`src/rtl/alu_pkg.sv`:
```
// alu_pkg: types and helpers shared by the ALU decoder and the execute-stage ALU.
//   alu_ctrl_e   - 4-bit ALU control codes produced by the decoder
//   alu_state_e  - execute-unit sequencing states
//   XLEN_DEFAULT - default datapath width
//   SHAMT_W      - width of the shift-amount field taken from operand B
//   is_shift()   - true for SLL/SRL/SRA
package alu_pkg;

  localparam int XLEN_DEFAULT = 32;
  localparam int SHAMT_W      = 5;

  typedef enum logic [3:0] {
    ALU_ADD  = 4'b0000,
    ALU_SUB  = 4'b0001,
    ALU_XOR  = 4'b0010,
    ALU_OR   = 4'b0011,
    ALU_AND  = 4'b0100,
    ALU_SLL  = 4'b0101,
    ALU_SRL  = 4'b0110,
    ALU_SRA  = 4'b0111,
    ALU_SLT  = 4'b1000,
    ALU_SLTU = 4'b1001
  } alu_ctrl_e;

  typedef enum logic {
    ST_IDLE  = 1'b0,
    ST_SHIFT = 1'b1
  } alu_state_e;

  function automatic logic is_shift(input logic [3:0] ctrl);
    return (ctrl == ALU_SLL) || (ctrl == ALU_SRL) || (ctrl == ALU_SRA);
  endfunction

endpackage

```
`src/rtl/alu_shift_iter.sv`:
```
// alu_shift_iter: iterative 1-bit-per-step shifter.
// Ports:
//   clk, rst_n   - clock, async active-low reset
//   i_load       - capture i_a, i_shamt and i_ctrl into the work registers
//   i_step       - shift the work register one bit and decrement the counter
//   i_ctrl       - ALU code selecting SLL / SRL / SRA
//   i_a          - value to shift
//   i_shamt      - number of steps to perform
//   o_next       - work register after one more step (the final result when o_last)
//   o_last       - counter == 1: the next step is the final one
import alu_pkg::*;

module alu_shift_iter #(
  parameter int XLEN = XLEN_DEFAULT
) (
  input  logic               clk,
  input  logic               rst_n,
  input  logic               i_load,
  input  logic               i_step,
  input  logic [3:0]         i_ctrl,
  input  logic [XLEN-1:0]    i_a,
  input  logic [SHAMT_W-1:0] i_shamt,
  output logic [XLEN-1:0]    o_next,
  output logic               o_last
);

  logic [XLEN-1:0]    r_work;
  logic [SHAMT_W-1:0] r_cnt;
  logic [3:0]         r_ctrl;
  logic [XLEN-1:0]    w_next;

  always_comb begin
    w_next = r_work;
    case (r_ctrl)
      ALU_SLL: w_next = {r_work[XLEN-2:0], 1'b0};
      ALU_SRL: w_next = {1'b0, r_work[XLEN-1:1]};
      ALU_SRA: w_next = {r_work[XLEN-1], r_work[XLEN-1:1]};
      default: w_next = r_work;
    endcase
  end

  always_ff @(posedge clk or negedge rst_n) begin
    if (!rst_n) begin
      r_work <= '0;
      r_cnt  <= '0;
      r_ctrl <= '0;
    end else if (i_load) begin
      r_work <= i_a;
      r_cnt  <= i_shamt;
      r_ctrl <= i_ctrl;
    end else if (i_step) begin
      r_work <= w_next;
      r_cnt  <= r_cnt - SHAMT_W'(1);
    end
  end

  assign o_next = w_next;
  assign o_last = (r_cnt == SHAMT_W'(1));

endmodule

```
`src/rtl/alu_exec_unit.sv`:
```
// alu_exec_unit: execute-stage ALU with valid/ready on both sides and a
// single registered output slot. Logic/arithmetic/compare ops and zero-length
// shifts complete in one cycle; shifts of n > 0 bits run n cycles through an
// iterative shifter.
//
// Build option: ALU_EXEC_BARREL_SHIFT_EN - when defined, shifts use a
// combinational barrel shifter, every op takes one cycle and ST_SHIFT is
// never entered.
//
// Ports:
//   clk, rst_n              - clock, async active-low reset
//   flush                   - synchronous abort of the shift and the output slot
//   in_valid / in_ready     - request handshake
//   in_ctrl, in_a, in_b     - ALU code and operands (shift amount = in_b[4:0])
//   in_tag                  - destination tag, passed through
//   out_valid / out_ready   - result handshake; result held until taken
//   out_result, out_zero    - result and registered (result == 0)
//   out_illegal             - in_ctrl was not a defined code
//   out_tag                 - tag belonging to out_result
//   busy                    - FSM not in ST_IDLE
//
// state    | meaning
// ---------+-----------------------------------------------------------
// ST_IDLE  | accepting requests whenever the output slot can take a result
// ST_SHIFT | iterative shift in progress, requests blocked
import alu_pkg::*;

module alu_exec_unit #(
  parameter int XLEN  = XLEN_DEFAULT,
  parameter int TAG_W = 5
) (
  input  logic             clk,
  input  logic             rst_n,
  input  logic             flush,
  input  logic             in_valid,
  output logic             in_ready,
  input  logic [3:0]       in_ctrl,
  input  logic [XLEN-1:0]  in_a,
  input  logic [XLEN-1:0]  in_b,
  input  logic [TAG_W-1:0] in_tag,
  output logic             out_valid,
  input  logic             out_ready,
  output logic [XLEN-1:0]  out_result,
  output logic             out_zero,
  output logic             out_illegal,
  output logic [TAG_W-1:0] out_tag,
  output logic             busy
);

  alu_state_e r_state;
  alu_state_e w_state_nxt;

  logic               r_out_valid;
  logic [XLEN-1:0]    r_out_result;
  logic               r_out_zero;
  logic               r_out_illegal;
  logic [TAG_W-1:0]   r_out_tag;
  logic [TAG_W-1:0]   r_tag;

  logic               w_slot_free;
  logic               w_accept;
  logic               w_start_iter;
  logic               w_commit_shift;
  logic               w_step;
  logic [SHAMT_W-1:0] w_shamt;
  logic [XLEN-1:0]    w_alu_res;
  logic               w_alu_illegal;
  logic [XLEN-1:0]    w_shift_res;
  logic               w_shift_last;

  assign w_shamt     = in_b[SHAMT_W-1:0];
  assign w_slot_free = !r_out_valid || out_ready;
  assign w_accept    = in_valid && in_ready;

  // Single-cycle datapath. In the iterative build a shift only reaches this
  // path with a zero shift amount, where the result is operand A unchanged.
  always_comb begin
    w_alu_res     = '0;
    w_alu_illegal = 1'b0;
    case (in_ctrl)
      ALU_ADD:  w_alu_res = in_a + in_b;
      ALU_SUB:  w_alu_res = in_a - in_b;
      ALU_XOR:  w_alu_res = in_a ^ in_b;
      ALU_OR:   w_alu_res = in_a | in_b;
      ALU_AND:  w_alu_res = in_a & in_b;
`ifdef ALU_EXEC_BARREL_SHIFT_EN
      ALU_SLL:  w_alu_res = in_a << w_shamt;
      ALU_SRL:  w_alu_res = in_a >> w_shamt;
      ALU_SRA:  w_alu_res = $unsigned($signed(in_a) >>> w_shamt);
`else
      ALU_SLL:  w_alu_res = in_a;
      ALU_SRL:  w_alu_res = in_a;
      ALU_SRA:  w_alu_res = in_a;
`endif
      ALU_SLT:  w_alu_res = {{(XLEN-1){1'b0}}, ($signed(in_a) < $signed(in_b))};
      ALU_SLTU: w_alu_res = {{(XLEN-1){1'b0}}, (in_a < in_b)};
      default:  w_alu_illegal = 1'b1;
    endcase
  end

`ifdef ALU_EXEC_BARREL_SHIFT_EN
  assign w_start_iter = 1'b0;
  assign w_shift_res  = '0;
  assign w_shift_last = 1'b0;
`else
  assign w_start_iter = is_shift(in_ctrl) && (w_shamt != '0);

  alu_shift_iter #(
    .XLEN (XLEN)
  ) u_shift_iter (
    .clk     (clk),
    .rst_n   (rst_n),
    .i_load  (w_accept && w_start_iter),
    .i_step  (w_step),
    .i_ctrl  (in_ctrl),
    .i_a     (in_a),
    .i_shamt (w_shamt),
    .o_next  (w_shift_res),
    .o_last  (w_shift_last)
  );
`endif

  always_ff @(posedge clk or negedge rst_n) begin
    if (!rst_n) r_state <= ST_IDLE;
    else        r_state <= w_state_nxt;
  end

  always_comb begin
    w_state_nxt    = r_state;
    in_ready       = 1'b0;
    w_step         = 1'b0;
    w_commit_shift = 1'b0;
    case (r_state)
      ST_IDLE: begin
        in_ready = !flush && w_slot_free;
        if (in_valid && !flush && w_slot_free && w_start_iter) w_state_nxt = ST_SHIFT;
      end
      ST_SHIFT: begin
        // The last step is held back until the output slot can take it, so
        // the work register and counter freeze while the consumer stalls.
        if (!flush) begin
          if (!w_shift_last) begin
            w_step = 1'b1;
          end else if (w_slot_free) begin
            w_step         = 1'b1;
            w_commit_shift = 1'b1;
            w_state_nxt    = ST_IDLE;
          end
        end
      end
      default: w_state_nxt = ST_IDLE;
    endcase
    if (flush) w_state_nxt = ST_IDLE;
  end

  always_ff @(posedge clk or negedge rst_n) begin
    if (!rst_n) begin
      r_tag <= '0;
    end else if (w_accept && w_start_iter) begin
      r_tag <= in_tag;
    end
  end

  // Flush only drops the valid bit; data registers keep their stale contents.
  always_ff @(posedge clk or negedge rst_n) begin
    if (!rst_n) begin
      r_out_valid   <= 1'b0;
      r_out_result  <= '0;
      r_out_zero    <= 1'b0;
      r_out_illegal <= 1'b0;
      r_out_tag     <= '0;
    end else if (flush) begin
      r_out_valid   <= 1'b0;
    end else if (w_accept && !w_start_iter) begin
      r_out_valid   <= 1'b1;
      r_out_result  <= w_alu_res;
      r_out_zero    <= (w_alu_res == '0);
      r_out_illegal <= w_alu_illegal;
      r_out_tag     <= in_tag;
    end else if (w_commit_shift) begin
      r_out_valid   <= 1'b1;
      r_out_result  <= w_shift_res;
      r_out_zero    <= (w_shift_res == '0);
      r_out_illegal <= 1'b0;
      r_out_tag     <= r_tag;
    end else if (out_ready) begin
      r_out_valid   <= 1'b0;
    end
  end

  assign out_valid   = r_out_valid;
  assign out_result  = r_out_result;
  assign out_zero    = r_out_zero;
  assign out_illegal = r_out_illegal;
  assign out_tag     = r_out_tag;
  assign busy        = (r_state == ST_SHIFT);

endmodule

```
`config.mk`:
```
export PLATFORM = sky130hd
export DESIGN_NAME = alu_exec_unit
export DESIGN_NICKNAME = d
export VERILOG_FILES = /design/src/rtl/alu_pkg.sv /design/src/rtl/alu_shift_iter.sv /design/src/rtl/alu_exec_unit.sv
export SDC_FILE = /design/constraint.sdc
export NUM_CORES = 1
export LEC_CHECK = 0
export ABC_AREA = 1
export ABC_CLOCK_PERIOD_IN_PS = 2800
export BUFFER_PORTS_ARGS = -buffer_cell sky130_fd_sc_hd__buf_2
export CORE_UTILIZATION = 60
export DETAILED_ROUTE_END_ITERATION = 7
export PLACE_DENSITY = 0.81
export SLEW_MARGIN = 10
export SYNTH_ARGS = -nofsm -noshare
export SYNTH_HDL_FRONTEND = slang
export SYNTH_SLANG_ARGS = --single-unit
export TNS_END_PERCENT = 5
```
`constraint.sdc`:
```
create_clock -name clk -period 2.8 [get_ports clk]
set_input_delay 0.28 -clock clk [delete_from_list [all_inputs] [get_ports clk]]
set_output_delay 0.28 -clock clk [all_outputs]
set_load 0.05 [all_outputs]
```
==> metrics.txt <==
num rows=50; Comb pwr share=57.7%; largest cells by area after synthesis=nand2_1 19%, dfrtp_1 19%, ha_1 12%; Via Count=14984; Post-synth ARST share=100%; drt pass-1 iters=8; failing checks=design-rule violations; post-synthesis adder-cell area fraction=12.7%; routability cong.=1.04; post-synth top area cell=nand2_1; Mapped Nets=2183; kind of start point of the critical path=flop; Initial Util=61.6%; power share of the clock group=16.1%; fmax=376 MHz; GRT met3 Usage=12.4%; met1 Use GR=57.5%; FF+latch count, synth=87; XOR/XNOR Fraction of Synth Area=0.226%; post-CTS setup buffers=0; outcome=finished, violations left; TritonCTS buffer count=9; Top FF cell, synth=dfrtp_1; fin crit period=2.66 ns; Fin Hold WS=0.141 ns; WL final=48.5 mm; CTS tree=yes; grt ovf=0; CP max stage cell=nor3_1; DRC errors left=85; max cap viols=0; busiest layer in global routing=met2; combinational family with the most area after synthesis=simple AND/OR/NAND/NOR gates; Leak=0.00827 µW; Post-synth EDFFs=0; cell family with most CP delay=simple AND/OR/NAND/NOR gates; Buf/Inv on CP=1; crit-path most repeated cell=nand2_1; CTS sink cnt=87; worst-path fanout max=27; CP Class=flop to flop; fillcell total=1566; leading cell types by count after synthesis=597 x nand2_1, 352 x inv_1, 197 x nor2_1; number of distinct library cells after synthesis=40; Seq pwr share=26.2%; Post-Synth Simple-Gate Area=37.3%; Mapped Area=11600 µm²; IO buf count=119; CP arrival=2.93 ns; CP required=3.08 ns; Worst path max stage delay=0.44 ns; WL/cell=19.0 µm; post-route antenna net violation count=0; initial antenna violation count=1; Clock Root Buffer=clkbuf_16; GRT Total Usage=49.3%; Layout Area Growth over Synthesis=23.1%; RSZ-0062 raised after global routing=false; Power Density=513 nW/µm²; dpl hpwl=38.4 mm; critical path, cell by cell=nor2_2, nand2_1, nand2_2, inv_2, a21oi_1, nand2_1, nor3_1, nand2_1, nor3_1, nor2_1, a21oi_2; num ports=120; Compound-Gate Fraction of Synth Area=15.7%; relative slew slack=56.1%; post-synthesis sequential area ratio=18.7%; final setup vio count=0; Worst Max-Slew Pin Slew=0.656 ns; maximum clock insertion buffer count=2; Avg Inst Size Synth=5.86 µm²; switching part of the total=50.8%; final clock skew=0.0115 ns; Final Power=7360 µW; Post-Syn Instances=1988; DR vias/cell=5.87; nets=2482; ANT cells=0; H-tree depth=3; later-pin clock latency in the skew report=0.35 ns; min-delay worst type=input port to flop; final period utilization=94.9%; DIE HEIGHT=141 µm; Peak supply drop=535 µV; NetSw=3740 µW; first-pass GRT wire length=75.4 mm; die area=20000 µm²; yosys warns=0; most common cell in the netlist=nand2_1; Critical Path Sink Type=flop; multiplexer share of the synthesized area=0%; final slew viol count=0; DRT iter0 DRCs=1887; vias in the first global route=14431; share of post-route cells with drive strength above 1=18.9%; Core Region=18900 µm²; GR Util met2=77.1%; clk slew on worst S/H paths=0.07 ns; Synth top area share=19.2%; largest net degree at the start of global routing=47; Die Width=141 µm; final count of hold timing violations=0; Internal=3620 µW
==> worst min-delay path: stages <==
cell and delay [ns]:
buf_2 0.08, nand2_1 0.04, o21ai_0 0.06
==> repair_timing <==
item | CTS | global route
hold buffers | 1 | 0
resized for setup | 0 | 13
hold endpoints to repair | 44 | 0
endpoints found under the setup margin | 0 | 3
==> power by group through the flow <==
stage	Combinational, µW	Sequential [µW]	Clock, µW
6_report	4240	1930	1190
5_1_grt	4530	1950	1230
4_1_cts	4070	1900	1170
3_5_place_dp	4010	1910	0
3_3_place_gp	3880	1900	0
2_1_floorplan	2030	2430	0
==> metrics by stage <==
step / setup WS, ns / instances / setup TNS (ns) / utilization, % / cell area (µm²)
global route: 0.00379 / 2552 / 0 / 75.9 / 14300
detailed placement: -0.178 / 2535 / -0.361 / 74.1 / 14000
global placement: -0.0544 / 2535 / -0.0544 / 74.1 / 14000
CTS: 0.140 / 2552 / 0 / 75.6 / 14300
floorplan: 0.536 / 1988 / 0 / - / 11600
finish: 0.142 / 2552 / 0 / 75.9 / 14300
==> state kept, by name, indices dropped and copies added (netlist names) <==
signal and flops:
u_shift_iter.r_cnt 5, out_illegal 1, out_tag 5, out_zero 1, r_tag 5, busy 1, out_valid 1, u_shift_iter.r_work 32
out_result 32, u_shift_iter.r_ctrl 4
==> area by class of cell <==
class                           count  area, µm²  area share (%)
Clock buffer                       10        239            1.67
Clock inverter                      6       52.6           0.366
Inverter                          367       1380            9.61
Multi-Input combinational cell   1460       7720            53.8
Sequential cell                    87       2180            15.2
Tap cell                          260        325            2.27
Timing Repair Buffer              362       2450            17.1
==> layout by cell type (no fill, tap or decap), drive strengths merged <==
| cell | instances |
|---|---|
| or2 | 2 |
| clkinvlp | 2 |
| nor2 | 212 |
| and2 | 1 |
| inv | 369 |
| o211ai | 2 |
| nand2 | 606 |
| xor2 | 1 |
| dfrtp | 87 |
| or3 | 1 |
| a21o | 2 |
| o21a | 2 |
| nand4 | 25 |
| a211oi | 11 |
| o221ai | 37 |
| a221oi | 14 |
| a21oi | 73 |
| and3 | 1 |
| o22ai | 46 |
| o21bai | 6 |
| nor3 | 27 |
| a22o | 2 |
| clkinv | 2 |
| dlygate4sd3 | 1 |
| ha | 115 |
| o22a | 2 |
| o21ai | 100 |
| buf | 361 |
| clkbuf | 10 |
| nand3 | 159 |
| xnor2 | 2 |
| nand3b | 6 |
| nor4 | 3 |
| fa | 2 |
==> metal layers <==
| metal | wire (µm) | share of wire, % |
|---|---|---|
| met1 | 17700 | 37 |
| met2 | 20600 | 43 |
| met3 | 5260 | 11 |
| met4 | 4870 | 10 |
| met5 | 17 | 0.035 |
==> cell families (layout without fill, tap and decap cells) <==
group	Yosys count	count (layout)
XOR/XNOR	3	3
buffers and inverters	441	745
adder cells (fa/ha/maj)	117	117
flip-flops	87	87
AND/OR/NAND/NOR	1043	1043
AO/OA/AOI/OAI	297	297
==> path summary, 6_finish.rpt <==
path                                         from        endpoint  slack, ns  cells after the start
hold / removal                          in_tag[2]        r_tag[2]       0.14                      3
min in group asynchronous                   rst_n            busy       0.47                      2
setup reg to reg           u_shift_iter.r_ctrl[3]        out_zero       0.14                     11
max in group asynchronous                   rst_n  out_result[16]       1.57                      3
setup / recovery           u_shift_iter.r_ctrl[3]        out_zero       0.14                     11
hold reg to reg                    out_result[24]  out_result[24]       0.48                      2
(Power assumes the default switching activity.)
